==> src/rtl/gray_arb_pkg.sv <==
// Shared constants and state encoding for the gray-memory read arbiter.
// MAX_BURST is also used by the LBP engines to size one 3x3 window.
package gray_arb_pkg;

   localparam int GRAY_AW        = 14;
   localparam int GRAY_DW        = 8;
   localparam int GRAY_MAX_BURST = 9;

   typedef enum logic [1:0] {
      WAIT_RDY = 2'd0,
      ARB      = 2'd1,
      OWN0     = 2'd2,
      OWN1     = 2'd3
   } arb_state_e;

endpackage

==> src/rtl/gray_rd_arbiter.sv <==
// Two-requester round-robin arbiter for the single gray-image read port,
// with a window-sized burst lock and a 2-deep return tag pipeline.
module gray_rd_arbiter
   import gray_arb_pkg::*;
#(
   parameter int AW        = GRAY_AW,
   parameter int DW        = GRAY_DW,
   parameter int MAX_BURST = GRAY_MAX_BURST
) (
   input  logic          clk,
   input  logic          reset,
   input  logic          gray_ready,
   output logic          gray_req,
   output logic [AW-1:0] gray_addr,
   input  logic [DW-1:0] gray_data,
   input  logic          m0_req,
   input  logic [AW-1:0] m0_addr,
   output logic          m0_gnt,
   output logic          m0_rvalid,
   output logic [DW-1:0] m0_rdata,
   input  logic          m1_req,
   input  logic [AW-1:0] m1_addr,
   output logic          m1_gnt,
   output logic          m1_rvalid,
   output logic [DW-1:0] m1_rdata,
   output logic          busy,
   output arb_state_e    state_dbg
);

   localparam int CNT_W = $clog2(MAX_BURST + 1);

   // Handshake: a requester raises mi_req with a stable mi_addr; the read is
   // accepted at the rising edge where mi_req && mi_gnt, and mi_gnt is a
   // same-cycle combinational answer that is never high without mi_req.

   arb_state_e       state, state_n;
   logic [CNT_W-1:0] cnt, cnt_n;
   logic             last, last_n;
   logic             own0_ok, own1_ok;
   logic             win0, win1;
   logic             accept, accept_id;
   logic [AW-1:0]    accept_addr;
   logic             tag1, tag2, v2;

   assign own0_ok = (state == OWN0) && m0_req && (cnt < CNT_W'(MAX_BURST));
   assign own1_ok = (state == OWN1) && m1_req && (cnt < CNT_W'(MAX_BURST));

   // On a tie the requester that did not win last time takes the port.
   assign win0 = m0_req && (!m1_req || last);
   assign win1 = m1_req && (!m0_req || !last);

   always_comb begin
      state_n = state;
      cnt_n   = cnt;
      last_n  = last;
      m0_gnt  = 1'b0;
      m1_gnt  = 1'b0;
      case (state)
         WAIT_RDY: begin
            if (gray_ready) state_n = ARB;
         end
         default: begin
            if (!gray_ready) begin
               state_n = WAIT_RDY;
            end else if (own0_ok) begin
               m0_gnt = 1'b1;
               cnt_n  = cnt + CNT_W'(1);
            end else if (own1_ok) begin
               m1_gnt = 1'b1;
               cnt_n  = cnt + CNT_W'(1);
            end else if (win0) begin
               m0_gnt  = 1'b1;
               state_n = OWN0;
               cnt_n   = CNT_W'(1);
               last_n  = 1'b0;
            end else if (win1) begin
               m1_gnt  = 1'b1;
               state_n = OWN1;
               cnt_n   = CNT_W'(1);
               last_n  = 1'b1;
            end else begin
               state_n = ARB;
            end
         end
      endcase
   end

   always_ff @(posedge clk or negedge reset) begin
      if (!reset) begin
         state <= WAIT_RDY;
         cnt   <= '0;
         last  <= 1'b1;
      end else begin
         state <= state_n;
         cnt   <= cnt_n;
         last  <= last_n;
      end
   end

   assign accept      = m0_gnt | m1_gnt;
   assign accept_id   = m1_gnt;
   assign accept_addr = m1_gnt ? m1_addr : m0_addr;

   // tag1 travels with gray_req, tag2 with the cycle gray_data is valid.
   always_ff @(posedge clk or negedge reset) begin
      if (!reset) begin
         gray_req  <= 1'b0;
         gray_addr <= '0;
         tag1      <= 1'b0;
         tag2      <= 1'b0;
         v2        <= 1'b0;
         m0_rvalid <= 1'b0;
         m1_rvalid <= 1'b0;
         m0_rdata  <= '0;
         m1_rdata  <= '0;
      end else begin
         gray_req <= accept;
         if (accept) begin
            gray_addr <= accept_addr;
            tag1      <= accept_id;
         end
         v2        <= gray_req;
         tag2      <= tag1;
         m0_rvalid <= v2 && !tag2;
         m1_rvalid <= v2 && tag2;
         if (v2 && !tag2) m0_rdata <= gray_data;
         if (v2 && tag2)  m1_rdata <= gray_data;
      end
   end

   assign busy      = (state == OWN0) || (state == OWN1) || gray_req || v2;
   assign state_dbg = state;

endmodule

==> config.mk <==
export PLATFORM = sky130hd
export DESIGN_NAME = gray_rd_arbiter
export DESIGN_NICKNAME = d
export VERILOG_FILES = /design/src/rtl/gray_arb_pkg.sv /design/src/rtl/gray_rd_arbiter.sv
export SDC_FILE = /design/constraint.sdc
export NUM_CORES = 1
export LEC_CHECK = 0
export CORE_MARGIN = 4
export CORE_UTILIZATION = 30
export DETAILED_ROUTE_END_ITERATION = 8
export PLACE_DENSITY_LB_ADDON = 0.25
export SYNTH_ARGS = -nofsm -noshare
export SYNTH_HDL_FRONTEND = slang
export SYNTH_SLANG_ARGS = --single-unit
==> constraint.sdc <==
create_clock -name clk -period 3.4 [get_ports clk]
set_input_delay 0.68 -clock clk [delete_from_list [all_inputs] [get_ports clk]]
set_output_delay 0.68 -clock clk [all_outputs]
set_load 0.01 [all_outputs]
==> impl_results.rst, run 1 <==
.. list-table::
   :header-rows: 1

   * - Metric
     - Value
   * - Overflow left after global routing
     - 0
   * - Insertion delay of the later-clocked pin in the worst-skew pair
     - slightly below 0.3 ns
   * - Critical path launch point type
     - input pin
   * - Final Core Density
     - a little under half
   * - Required time of the critical path
     - 2.72 ns
   * - Fraction of synthesized cell area taken by the top area cell type
     - just over 50%
   * - Clock Path Buffers
     - 2
   * - Die boundary height
     - 90.73 um
   * - Hold Path Class
     - register to register
   * - Aggregate routed wire length
     - 5016 um
   * - Warnings from Yosys
     - 0
   * - Metal1 wirelength
     - ~2300 um
   * - Antenna cell count
     - 0
   * - Worst reg2reg setup slack
     - about 1.4 ns
   * - Filler Cell Count
     - 627
   * - Setup repair after global routing missed its margin
     - no
   * - Largest cells by area after synthesis
     - dfrtp_1 (51%), mux2_2 (8.8%), o211ai_2 (6.1%), o31ai_1 (5.1%), and2_1 (4.3%)
   * - Data arrival, critical path
     - 2.52 ns
   * - Net switching share of the total power
     - between 20% and 30%
   * - Count of cell types in the netlist
     - 32
   * - Final weighted congestion of routability-driven global placement
     - around 0.76
   * - Critical-path cell with the highest stage delay
     - clkdlybuf4s50_1
   * - Min Clock Period, post-route
     - ~3.2 ns
   * - Num CTS Buffers
     - 5
   * - Final setup violation count
     - 0
   * - Share of final-layout standard cells stronger than drive strength 1
     - 15.59%
   * - Number of cells produced by synthesis
     - between 150 and 200
   * - CTS Root Cell
     - clkbuf_8
   * - Level count of the clock H-tree
     - 2
   * - Buffers added on ports
     - 78
   * - Outcome
     - complete, no violations
   * - DIE WIDTH
     - ~90 um
   * - Ratio of routed vias to standard cells
     - 4.765
   * - Multi-input gate area
     - approximately 830 um^2
   * - Power Internal
     - 1.312 mW
   * - Antenna Nets Post-Route
     - 0
   * - Number of synthesized register bits
     - 43
   * - Clock share of power
     - about a fifth
   * - Largest area contributor in the synthesized netlist
     - dfrtp_1
   * - Layout Skew
     - 0.007348 ns
   * - Clk slew on worst S/H paths
     - 0.08 ns
   * - Largest vdd supply drop
     - 0.0001770 V
   * - Antenna violations before repair
     - 0
   * - Fin Setup TNS
     - 0 ns
   * - Sequential share of the synthesized area
     - a little over half
   * - DRC violation count after routing
     - 0
   * - Synthesis-to-layout area growth
     - 46.01%
   * - Number of primary I/O pins
     - just under 80
   * - Top Metal Used
     - met4
   * - CTS tree
     - built
   * - Final nets
     - 306
   * - Routed via count
     - 1620
   * - Effective utilization at floorplan
     - a little under a third
   * - Global-route wire length before repair
     - 8659 um
   * - Class of the most critical setup path
     - input pin to primary output
   * - Crit-path max FO
     - 15
   * - Die area
     - around 8200 um^2
   * - Library cell appearing most often on the critical path
     - clkdlybuf4s50_1
   * - Power density normalized to cell area
     - 614.2 nW/um^2
   * - Met3 WL
     - 316 um
   * - Crit end category
     - primary output
   * - Fraction of the cycle the final worst path needs
     - between 90% and 100%
   * - Fraction of power consumed by sequential logic
     - between 40% and 50%
   * - Wire length per cell after detailed routing
     - between 10 and 15 um
   * - Final Max Tran Viols
     - 0
   * - Mapped Nets
     - 227
   * - Cts hold-fix bufs
     - 0
   * - Mean area per synthesized cell
     - 11.16 um^2
   * - Met2 routed wirelength
     - 2326 um
   * - Comb pwr share
     - between 30% and 40%
   * - TritonCTS Sinks
     - 43
   * - Worst relative slew slack
     - approximately a third
   * - Final Hold Fails
     - 0
   * - Switch Pwr
     - 0.5288 mW
   * - Static power due to leakage
     - 1.330 nW
   * - Number of global-route vias before repair
     - 1677
   * - Achievable clock frequency
     - 0.3129 GHz
   * - Largest net degree at the start of global routing
     - 44
   * - Num rows
     - 29
   * - Core Area
     - 6495 um^2
   * - Actual slew at the worst max-slew pin
     - slightly below 1 ns
   * - Maximum Capacitance Violations
     - 0
   * - Synth Cell Area
     - 2053 um^2
   * - Largest stage delay on the critical path
     - 0.59 ns
   * - Post-cts gate resize count
     - 0
   * - Tot GR Track Use
     - between 10% and 20%
   * - Length of the first detailed-routing pass in iterations
     - 4
   * - Area occupied by registers
     - around 1100 um^2
   * - Post-CTS setup buffer count
     - 0
   * - Violation count after the first detailed-routing iteration
     - 66
   * - Ordered list of cells on the worst path
     - clkdlybuf4s50_1 -> and4_4 -> or3_1 -> inv_2 -> nor2_1 -> clkdlybuf4s50_1
   * - Detailed placer's ending HPWL
     - between 3000 and 4000 um
[worst max-delay path, delay by kind of cell]
kind	cells	cell delay (ns)
buf+inv	3	1.18
simple gates	3	0.65
[cell usage in the layout, fill, tap and decap left out, types with 3 or more instances in the layout]
cell type / count
o211ai_1: 4
dfrtp_1: 42
buf_4: 4
o21ai_0: 4
o31ai_1: 14
nand2b_1: 3
clkbuf_8: 5
and2_1: 14
inv_1: 21
o211ai_2: 10
nand2_1: 19
mux2_2: 16
clkdlybuf4s50_1: 77
[cell usage after synthesis, drive strengths merged]
master    n
a211o     2
a211oi    1
a21o      1
a21oi     1
a22o      1
a31oi     2
a41oi     2
and2     14
and4      1
buf       3
clkbuf    7
dfrtp    42
dfstp     1
ha        2
inv      22
mux2     16
mux2i     1
nand2    19
nand2b    3
nand3     1
nand3b    2
nor2      2
nor2b     1
o211ai   14
o21a      1
o21ai     5
o2bb2ai   1
o31ai    14
or3       2
[layout make-up]
type	count	share of cell area, %
clock inverter	1	1.002
tap	77	3.214
inverter	22	2.755
timing repair buffer	82	26.88
sequential	43	35.93
clock buffer	6	2.421
multi-input combinational	109	27.80
[kinds of logic (layout without fill, tap and decap cells)]
logic type / after synthesis / in the layout / synth area share (%)
mux: 17 / 17 / 9.263
flops: 43 / 43 / 52.47
buf+inv: 32 / 111 / 6.947
compound gates: 45 / 45 / 18.65
fa+ha+maj: 2 / 2 / 1.219
simple gates: 45 / 45 / 11.46
[sequential cells by signal, indices dropped and copies added (netlist names)]
signal,flops
cnt,4
m1_rdata,8
m0_rdata,8
gray_addr,14
state_dbg,2
last,1
v2,1
tag1,1
m0_rvalid,1
tag2,1
m1_rvalid,1
gray_req,1
[worst paths after layout]
check | startpoint | to | depth (start not counted)
max | m0_req | m0_gnt | 6
min | tag1 | tag2 | 0
max reg2reg | state_dbg[1] | gray_addr[6] | 7
min reg2reg | tag1 | tag2 | 0
max in group asynchronous | reset | m1_rvalid | 1
min in group asynchronous | reset | m1_rdata[6] | 1
[through the flow]
stage / hold WS [ns] / cell area [um^2] / total power [mW] / setup slack [ns] / instances
2_1_floorplan: 0.3543 / 2053 / 1.078 / 1.087 / 184
3_3_place_gp: 0.3650 / 2895 / 1.467 / 0.2158 / 333
3_5_place_dp: 0.3695 / 2895 / 1.480 / 0.1896 / 333
4_1_cts: 0.3885 / 2998 / 1.866 / 0.1960 / 340
5_1_grt: 0.4053 / 2998 / 1.960 / 0.1006 / 340
6_report: 0.3871 / 2998 / 1.841 / 0.2044 / 340
[power by group through the flow]
stage / combinational, mW / clock [mW] / sequential, mW
floorplan: 0.245 / 0 / 0.833
finish: 0.697 / 0.383 / 0.761
detailed placement: 0.708 / 0 / 0.773
CTS: 0.709 / 0.395 / 0.762
global route: 0.759 / 0.416 / 0.784
global placement: 0.698 / 0 / 0.769
[routing by layer]
metal  vias to the layer above  track usage, %
met2                        55           19.77
li1                        788               -
met4                         0           4.082
met5                         -               0
met3                         8           4.333
met1                       769           17.55
No activity file was read; power rests on OpenSTA's default activity.
==> run 2: changes to the inputs <==
--- a/config.mk
+++ b/config.mk
@@ -5,6 +5,7 @@
 export SDC_FILE = /design/constraint.sdc
 export NUM_CORES = 1
 export LEC_CHECK = 0
+export CORE_ASPECT_RATIO = 1.4
 export CORE_MARGIN = 4
 export CORE_UTILIZATION = 30
 export DETAILED_ROUTE_END_ITERATION = 8
==> run 2 against run 1 <==
Against the previous run:
- cell area rose by 0.29%
- sequential power barely moved
- wire length up 1.7%
- utilization is 0.69 points lower
- flip-flop and latch count unchanged
- clock skew fell by 0.0019 ns
- setup slack gained 0.029 ns
- register-to-register slack better by 0.07 ns
==> impl_results.rst, run 2 (synthesis gave the netlist of run 1 again) <==
.. list-table::
   :header-rows: 1

   * - Metric
     - Value
   * - Outcome
     - complete, no violations
   * - Maximum Capacitance Violations
     - 0 (unchanged)
   * - Level count of the clock H-tree
     - 2 (unchanged)
   * - Clk slew on worst S/H paths
     - 0.08 ns (about the same)
   * - Antenna violations before repair
     - 0 (unchanged)
   * - Cts hold-fix bufs
     - 0 (unchanged)
   * - Worst reg2reg setup slack
     - 1.49 ns (+0.07 ns)
   * - Global-route wire length before repair
     - 8411 um (-2.9%)
   * - CTS tree
     - built
   * - Crit end category
     - primary output
   * - Violation count after the first detailed-routing iteration
     - 47 (-29%)
   * - Tot GR Track Use
     - 13.02% (-0.026 points)
   * - Max reg flops
     - 14 (unchanged)
   * - Final Core Density
     - 45.47% (-0.69 points)
   * - Worst min-delay path endpoint
     - v2
   * - Number of primary I/O pins
     - 79 (unchanged)
   * - Number of global-route vias before repair
     - 1730 (+3.2%)
   * - Instance count along the most critical hold path
     - 0 (unchanged)
   * - Effective utilization at floorplan
     - 31.05% (-0.56 points)
   * - Length of the first detailed-routing pass in iterations
     - 4 (unchanged)
   * - Final Non-Filler Cells
     - 357 (+5.0%)
   * - Power Internal
     - 1.242 mW (-5.4%)
   * - Ratio of routed vias to standard cells
     - 4.608 (-3.3%)
   * - Setup repair after global routing missed its margin
     - no
   * - Core Area
     - 6613 um^2 (+1.8%)
   * - Static power due to leakage
     - 1.325 nW (-0.40%)
   * - Num CTS Buffers
     - 5 (unchanged)
   * - DRC violation count after routing
     - 0 (unchanged)
   * - Clock share of power
     - 17.9% (-2.9 points)
   * - Die area
     - 8251 um^2 (+0.23%)
   * - Min Clock Period, post-route
     - 3.167 ns (-0.02862 ns)
   * - Final setup violation count
     - 0 (unchanged)
   * - Antenna cell count
     - 0 (unchanged)
   * - Commonest cells after routing, fill and taps aside
     - clkdlybuf4s50_1 (77), dfrtp_1 (42), inv_1 (21)
   * - Final nets
     - 307 (+0.33%)
   * - Synthesis-to-layout area growth
     - 46.43%
   * - Final weighted congestion of routability-driven global placement
     - 0.8267 (+8.6%)
   * - Crit-path max FO
     - 5 (-10)
   * - Fraction of power consumed by sequential logic
     - 42.7% (+1.4 points)
   * - Comb pwr share
     - 39.4% (+1.5 points)
   * - Antenna Nets Post-Route
     - 0 (unchanged)
   * - Layout Skew
     - 0.005435 ns (-0.001913 ns)
   * - Actual slew at the worst max-slew pin
     - 0.9587 ns (-0.02557 ns)
   * - Final Hold Fails
     - 0 (unchanged)
   * - Routed via count
     - 1645 (+1.5%)
   * - R2R cell count
     - 7 (unchanged)
   * - Capture instance of the worst register-to-register path
     - gray_addr[1]
   * - Setup WS post-layout
     - 0.2331 ns (+0.02861 ns)
   * - Placed Cells incl. Taps
     - 349 (+4.8%)
   * - Required time of the critical path
     - 2.72 ns (about the same)
   * - Worst relative slew slack
     - 36.08% (+1.7 points)
   * - Fin Setup TNS
     - 0 ns (unchanged)
   * - DIE WIDTH
     - 77.92 um (-14%)
   * - Critical path launch point type
     - input pin
   * - Largest vdd supply drop
     - 0.0001965 V (+11%)
   * - Die boundary height
     - 105.9 um (+17%)
   * - Largest registers in the final layout
     - gray_addr x14, m0_rdata x8, m1_rdata x8
   * - Biggest register
     - gray_addr
   * - Switch Pwr
     - 0.5395 mW (+2.0%)
   * - Launch point of the worst path
     - gray_ready
   * - Wire length per cell after detailed routing
     - 14.29 um (-3.1%)
   * - Fraction of the cycle the final worst path needs
     - 93.15% (-0.84 points)
   * - TritonCTS Sinks
     - 43 (unchanged)
   * - Final Max Tran Viols
     - 0 (unchanged)
   * - Data arrival, critical path
     - 2.49 ns (-0.03 ns)
   * - CTS Root Cell
     - clkbuf_8
   * - Num rows
     - 35 (+21%)
   * - Net switching share of the total power
     - 30.29% (+1.6 points)
   * - Class of the most critical setup path
     - input pin to primary output
   * - Most common cell after layout, fill and taps aside
     - clkdlybuf4s50_1
   * - Insertion delay of the later-clocked pin in the worst-skew pair
     - 0.29 ns (about the same)
   * - Largest net degree at the start of global routing
     - 44 (unchanged)
   * - Overflow left after global routing
     - 0 (unchanged)
   * - Aggregate routed wire length
     - 5102 um (+1.7%)
   * - Clock Path Buffers
     - 2 (unchanged)
   * - Hold Path Class
     - register to register
   * - Power density normalized to cell area
     - 592.5 nW/um^2 (-3.5%)
   * - Post-CTS setup buffer count
     - 0 (unchanged)
   * - Post-Place Setup Slack
     - 0.2238 ns (+0.03411 ns)
   * - Buffers added on ports
     - 78 (unchanged)
   * - Worst reg2reg path startpoint
     - cnt[0]
   * - Share of final-layout standard cells stronger than drive strength 1
     - 16.23% (+0.64 points)
   * - Achievable clock frequency
     - 0.3158 GHz (+0.90%)
   * - Post-cts gate resize count
     - 0 (unchanged)
   * - Startpoint of the lowest-slack hold path
     - gray_req
   * - Detailed placer's ending HPWL
     - 3647 um (-1.4%)
[run 2: changes by cell type in the layout (fill, tap and decap cells not counted), sizes merged]
cell	delta
clkinv	+1
clkinvlp	+1
buf	+1
bufinv	-1
[run 2: worst max path at each step]
stage                        end  slack [ns]  cells past startpoint
final                     m1_gnt        0.23                      6
after global routing      m1_gnt         0.1                      6
after CTS                 m1_gnt        0.22                      6
after detailed placement  m1_gnt        0.22                      6
after global placement    m1_gnt        0.24                      6
after floorplan           m0_gnt        1.09                      6
[run 2: cell type report]
type | instances | area [um^2]
inverters | 22 | 82.58
well taps | 92 | 115.1
clock buffers | 6 | 72.57
fillers | 642 | 3606
flip-flops and latches | 43 | 1077
clock inverters | 2 | 12.51
multi-input cells | 109 | 833.3
repair buffers | 83 | 813.3
[run 2: metrics by stage]
step / hold WS [ns] / area (um^2) / total power [mW]
global route: 0.4206 / 3007 / 1.894
CTS: 0.4032 / 3007 / 1.811
floorplan: 0.3543 / 2053 / 1.078
global placement: 0.3825 / 2922 / 1.471
finish: 0.3998 / 3007 / 1.781
detailed placement: 0.3842 / 2922 / 1.484
[run 2: routing by layer]
| metal | part of all wire [%] | up-vias | global-route usage (%) |
|---|---|---|---|
| met5 | 0 | - | 0 |
| met4 | 1.3 | 0 | 4.000 |
| met3 | 7.2 | 6 | 4.274 |
| met2 | 49 | 63 | 22.49 |
| met1 | 42 | 782 | 15.14 |
| li1 | - | 794 | - |
[run 2: critical path, cell delays in order]
cell,delay (ns)
clkdlybuf4s50_1,0.48
o21a_1,0.21
nand2_1,0.09
or3_1,0.40
inv_2,0.08
clkdlybuf4s50_1,0.54
[run 2: power by group through the flow]
| stage | clock network [mW] | logic, mW | registers (mW) |
|---|---|---|---|
| CTS | 0.334 | 0.715 | 0.762 |
| global route | 0.355 | 0.755 | 0.784 |
| floorplan | 0 | 0.245 | 0.833 |
| detailed placement | 0 | 0.715 | 0.769 |
| finish | 0.319 | 0.701 | 0.761 |
| global placement | 0 | 0.701 | 0.770 |
